## config.mk

```make
export PLATFORM = sky130hd
export DESIGN_NAME = sync_fifo_reader_flat
export DESIGN_NICKNAME = d
export VERILOG_FILES = /design/src/rtl/sync_fifo_pkg.sv /design/src/rtl/sync_fifo_reader_if.sv /design/src/rtl/fifo_rd_skid_buf.sv /design/src/rtl/sync_fifo_reader.sv /design/src/flat_wrapper.sv
export SDC_FILE = /design/constraint.sdc
export NUM_CORES = 1
export LEC_CHECK = 0
export BUFFER_PORTS_ARGS = -buffer_cell sky130_fd_sc_hd__clkbuf_2
export CORE_MARGIN = 2
export CORE_UTILIZATION = 51
export CTS_BUF_LIST = sky130_fd_sc_hd__clkbuf_2 sky130_fd_sc_hd__clkbuf_4 sky130_fd_sc_hd__clkbuf_8
export CTS_CLUSTER_SIZE = 10
export DETAILED_ROUTE_END_ITERATION = 8
export MAX_ROUTING_LAYER = met4
export PLACE_DENSITY = 0.78
export SLEW_MARGIN = 10
export SYNTH_ARGS = -nofsm -noshare
export SYNTH_HDL_FRONTEND = slang
export SYNTH_SLANG_ARGS = --single-unit
```

## constraint.sdc

```tcl
create_clock -name clk -period 4.3 [get_ports clk]
set_clock_uncertainty 0.1 [all_clocks]
set_input_delay 0.86 -clock clk [delete_from_list [all_inputs] [get_ports clk]]
set_output_delay 0.86 -clock clk [all_outputs]
set_load 0.02 [all_outputs]
```

## src/rtl/sync_fifo_pkg.sv

```systemverilog
// sync_fifo_pkg: shared widths and buffer depth for the FIFO read-side blocks
package sync_fifo_pkg;
  localparam int DATA_WIDTH_DEF = 4;
  localparam int CNT_WIDTH_DEF = 8;
  localparam int RD_BUF_DEPTH = 2;
  typedef logic [$clog2(RD_BUF_DEPTH+1)-1:0] buf_cnt_t;
endpackage

```

## src/rtl/sync_fifo_reader_if.sv

```systemverilog
// sync_fifo_reader_if: FIFO read port plus valid/ready output stream
interface sync_fifo_reader_if import sync_fifo_pkg::*; #(parameter int DATA_WIDTH = DATA_WIDTH_DEF);
  logic fifo_empty;
  logic fifo_rd_en;
  logic [DATA_WIDTH-1:0] fifo_data;
  logic m_valid;
  logic m_ready;
  logic [DATA_WIDTH-1:0] m_data;
  modport master(input fifo_empty, fifo_data, m_ready, output fifo_rd_en, m_valid, m_data);
  modport slave(output fifo_empty, fifo_data, m_ready, input fifo_rd_en, m_valid, m_data);
endinterface

```

## src/rtl/fifo_rd_skid_buf.sv

```systemverilog
// fifo_rd_skid_buf: 2-entry in-order buffer, head in mem[0], push lands at the post-pop tail
module fifo_rd_skid_buf import sync_fifo_pkg::*; #(
  parameter int DATA_WIDTH = DATA_WIDTH_DEF
) (
  input  logic clk,
  input  logic reset,
  input  logic push,
  input  logic pop,
  input  logic [DATA_WIDTH-1:0] din,
  output logic [DATA_WIDTH-1:0] dout,
  output logic valid,
  output buf_cnt_t count
);
  localparam buf_cnt_t FULL = buf_cnt_t'(RD_BUF_DEPTH);
  logic [DATA_WIDTH-1:0] mem [RD_BUF_DEPTH];
  buf_cnt_t tail;
  assign tail = count - buf_cnt_t'(pop);
  assign valid = count != '0;
  assign dout = mem[0];
  always_ff @(posedge clk or negedge reset) begin
    if (!reset) begin
      count <= '0;
      mem[0] <= '0;
      mem[1] <= '0;
    end else begin
      count <= count + buf_cnt_t'(push) - buf_cnt_t'(pop);
      if (push && tail == '0) mem[0] <= din;
      else if (pop && count == FULL) mem[0] <= mem[1];
      if (push && tail != '0) mem[1] <= din;
    end
  end
endmodule

```

## src/rtl/sync_fifo_reader.sv

```systemverilog
// sync_fifo_reader: credit-based FIFO popper feeding a valid/ready stream through a 2-entry buffer
module sync_fifo_reader import sync_fifo_pkg::*; #(
  parameter int DATA_WIDTH = DATA_WIDTH_DEF,
  parameter int CNT_WIDTH = CNT_WIDTH_DEF
) (
  input  logic clk,
  input  logic reset,
  input  logic enable,
  sync_fifo_reader_if.master s,
  output logic [CNT_WIDTH-1:0] pop_count,
  output logic busy
);
  buf_cnt_t buf_count;
  logic inflight_q;
  logic pop;
  logic [2:0] occ;
  assign pop = s.m_valid && s.m_ready;
  // occupancy after this edge if no new read: the pop frees a slot for a same-cycle request
  assign occ = 3'(buf_count) + 3'(inflight_q) - 3'(pop);
  assign s.fifo_rd_en = reset && enable && !s.fifo_empty && occ < 3'(RD_BUF_DEPTH);
  assign busy = inflight_q || buf_count != '0;
  always_ff @(posedge clk or negedge reset) begin
    if (!reset) begin
      inflight_q <= 1'b0;
      pop_count <= '0;
    end else begin
      inflight_q <= s.fifo_rd_en;
      pop_count <= pop_count + CNT_WIDTH'(s.fifo_rd_en);
    end
  end
  fifo_rd_skid_buf #(.DATA_WIDTH(DATA_WIDTH)) u_buf (
    .clk(clk),
    .reset(reset),
    .push(inflight_q),
    .pop(pop),
    .din(s.fifo_data),
    .dout(s.m_data),
    .valid(s.m_valid),
    .count(buf_count)
  );
endmodule

```

## src/flat_wrapper.sv

```systemverilog
// flat-port wrapper written by rule: the top's interface ports become plain ports
module sync_fifo_reader_flat import sync_fifo_pkg::*;
#(
  parameter int DATA_WIDTH = DATA_WIDTH_DEF,
  parameter int CNT_WIDTH = CNT_WIDTH_DEF
)
  (clk, reset, enable, pop_count, busy, s_fifo_empty, s_fifo_data, s_m_ready, s_fifo_rd_en, s_m_valid, s_m_data);
  sync_fifo_reader_if #(.DATA_WIDTH(DATA_WIDTH)) s_i ();
  input  logic clk;
  input  logic reset;
  input  logic enable;
  output logic [CNT_WIDTH-1:0] pop_count;
  output logic busy;
  input wire logic [$bits(s_i.fifo_empty)-1:0] s_fifo_empty;
  input wire logic [$bits(s_i.fifo_data)-1:0] s_fifo_data;
  input wire logic [$bits(s_i.m_ready)-1:0] s_m_ready;
  output wire logic [$bits(s_i.fifo_rd_en)-1:0] s_fifo_rd_en;
  output wire logic [$bits(s_i.m_valid)-1:0] s_m_valid;
  output wire logic [$bits(s_i.m_data)-1:0] s_m_data;
  assign s_i.fifo_empty = s_fifo_empty;
  assign s_i.fifo_data = s_fifo_data;
  assign s_i.m_ready = s_m_ready;
  assign s_fifo_rd_en = s_i.fifo_rd_en;
  assign s_m_valid = s_i.m_valid;
  assign s_m_data = s_i.m_data;
  sync_fifo_reader #(.DATA_WIDTH(DATA_WIDTH), .CNT_WIDTH(CNT_WIDTH)) u_core (.clk(clk), .reset(reset), .enable(enable), .s(s_i), .pop_count(pop_count), .busy(busy));
endmodule
```

==> flow_metrics.env <==
export IMPL_status="finished clean"
export IMPL_die_w_um=45.6
export IMPL_ff_latch_area_sq_um=475
export IMPL_period_needed_ps=3900
export IMPL_drive_gt1_share_pct=37.4
export IMPL_p_leak_nw=0.539
export IMPL_hold_path_class="reg2reg"
export IMPL_postCtsResizedCells=0
export IMPL_cp_arrival_ps=2940
export IMPL_nNetsFinal=106
export IMPL_tightest_slew_ps=496
export IMPL_ant_nets=0
export IMPL_cp_start_kind="register"
export IMPL_synthMuxAreaShare_pct=15.3
export IMPL_cts_hold_buffers=0
export IMPL_r2r_end="u_core.pop_count[6]"
export IMPL_startpoint="u_core.u_buf.count[1]"
export IMPL_timing_rr_start="u_core.u_buf.count[1]"
export IMPL_dr_pass1_iters=1
export IMPL_initial_utilization_pct=52.7
export IMPL_hold_start="u_core.pop_count[7]"
export IMPL_layout_common_cells="clkbuf_2 (23), dfrtp_1 (19), mux2_1 (7)"
export IMPL_yosys_area_share_adder_pct=7.95
export IMPL_fmax_mhz=256
export IMPL_drt_iter0_drc=0
export IMPL_grt_pass1_wl_mm=2.23
export IMPL_ys_seq_area_share_pct=54.0
export IMPL_cts_buffers=3
export IMPL_power_density_nw_per_um2=588
export IMPL_clock_path_buffers=2
export IMPL_postCtsSetupBuffers=0
export IMPL_synth_seq_cells=19
export IMPL_fin_hold_ws_ps=392
export IMPL_grt_pass1_vias=555
export IMPL_drt_vias_per_instance=5.25
export IMPL_synthCells=67
export IMPL_rsz0062_at_grt="false"
export IMPL_fillCellCount=141
export IMPL_multi_input_area_sq_um=360
export IMPL_drv_cap=0
export IMPL_grt_max_degree=21
export IMPL_htree_levels=1
export IMPL_hpwl_mm=1.09
export IMPL_root_buffer="clkbuf_4"
export IMPL_area_growth_syn_to_layout_pct=16.3
export IMPL_grt_use_total_pct=15.7
export IMPL_crit_required_ps=3340
export IMPL_wl_per_cell_um=12.4
export IMPL_clk_insertion_delay_late_ps=280
export IMPL_cts_clk_slew_worst_paths_ps=100
export IMPL_layout_commonest_cell="clkbuf_2"
export IMPL_wirelength_mm=1.34
export IMPL_cts_tree="yes"
export IMPL_crit_type="reg2out"
export IMPL_grt_antenna_before_repair=0
export IMPL_pin_count=24
export IMPL_synth_compound_area_share_pct=0.568
export IMPL_core_area_sq_um=1670
export IMPL_synth_simple_area_share_pct=10.1
export IMPL_syn_nets=81
export IMPL_final_max_slew_viol_count=0
export IMPL_avgSynthCellArea_sq_um=13.1
export IMPL_final_setup_tns_ps=0
export IMPL_routabilityCongestion=0.683
export IMPL_cts_sink_count=19
export IMPL_synth_xor_area_share_pct=6.96
export IMPL_num_rows=15
export IMPL_die_h_um=45.6
export IMPL_portBuffers=23
export IMPL_endpoint="s_fifo_rd_en"
export IMPL_route_detailed_drc=0
export IMPL_synth_distinct_cells=21
export IMPL_stdcell_area_sq_um=1020
export IMPL_antennaDiodeCount=0
export IMPL_vias=567
export IMPL_dieArea_sq_um=2080
export IMPL_setup_viol=0
export IMPL_path_max_fanout=7
export IMPL_r2r_slack_ps=830
export IMPL_r2r_cells=14
export IMPL_ir_worst_vdd_v=0.000336
export IMPL_slew_headroom_pct=66.6
export IMPL_synth_top_family_by_area="multiplexers"
export IMPL_netlist_area_sq_um=881
export IMPL_yosys_warnings=0
export IMPL_post_route_period_util_pct=90.7
export IMPL_placed_cell_area_sq_um=995
export IMPL_cp_end_kind="output port"
export IMPL_grt_overflow=0
export IMPL_final_hold_viol_count=0
-- layout make-up --
| cell class | count | area share [%] |
|---|---|---|
| Inverter | 4 | 1.47 |
| Sequential cell | 19 | 46.4 |
| Clock buffer | 4 | 2.93 |
| Timing Repair Buffer | 24 | 12.0 |
| Tap cell | 17 | 2.08 |
| Multi-Input combinational cell | 40 | 35.2 |
-- worst max-delay path, cell delays in order, from the launching register on --
cell	delay, ps
dfrtp_1	480
or2_1	270
and2_1	160
ha_1	270
inv_1	60
ha_1	130
inv_1	50
fa_1	470
inv_1	50
nor4_1	480
clkbuf_2	260
-- state kept, by name, summed over array words and instances, names as in the netlist --
register            flops
u_core.inflight_q       1
u_core.u_buf.dout       4
u_core.u_buf.mem        4
u_core.pop_count        8
u_core.u_buf.count      2
-- per-layer routing --
layer	up-vias	GRT usage [%]	share of wire (%)
li1	272	-	-
met1	278	17.8	41
met2	15	27.0	54
met3	2	2.38	4.5
met4	0	7.06	0.75
met5	-	-	0
-- cells in the mapped netlist (all sizes together) --
library cell  count  area, sq um
xnor2             4         35.0
or2               1         6.26
nand4             1         6.26
or3               2         12.5
nand3b            1         11.3
mux2             12          135
buf               4         30.0
nand2             3         11.3
o21ai             1         5.00
and2              1         6.26
and4              1         8.76
nor2              1         3.75
dfrtp            19          475
inv               4         15.0
nor4              1         6.26
xor2              3         26.3
nand3             2         10.0
ha                4         50.1
fa                1         20.0
nor2b             1         6.26
-- how the worst min path moves through the flow --
stage / cells past startpoint / endpoint / slack [ps]
after floorplan: 1 / u_core.u_buf.mem[0] / 360
after global placement: 1 / u_core.pop_count[7] / 360
after detailed placement: 1 / u_core.u_buf.mem[1] / 380
after CTS: 1 / u_core.pop_count[7] / 400
after global routing: 1 / u_core.pop_count[7] / 400
final: 1 / u_core.pop_count[7] / 390
-- through the flow --
step | util [%] | std cells | setup WS, ps | total power [mW]
finish | 61.3 | 108 | 401 | 0.602
global route | 61.3 | 108 | 172 | 0.653
CTS | 61.3 | 108 | 341 | 0.615
detailed placement | 59.6 | 104 | 435 | 0.524
global placement | 59.6 | 104 | 528 | 0.511
floorplan | - | 67 | 429 | 0.467
-- report_power, final --
part | switching, mW | leakage, nW | internal (mW)
logic | 0.125 | 0.274 | 0.107
registers | 0.0429 | 0.246 | 0.238
clock network | 0.0467 | 0.0184 | 0.0422
total | 0.215 | 0.539 | 0.388
-- cell families (layout without fill, tap and decap cells) --
family / after synthesis / count (layout)
AOI/OAI and AO/OA: 1 / 1
adders and majority gates: 5 / 5
xor gates and xnor gates: 7 / 7
and+or+nand+nor: 15 / 15
DFF: 19 / 19
buffers and inverters: 8 / 32
muxes: 12 / 12
Note: power is estimated with default switching activity, not from simulation.
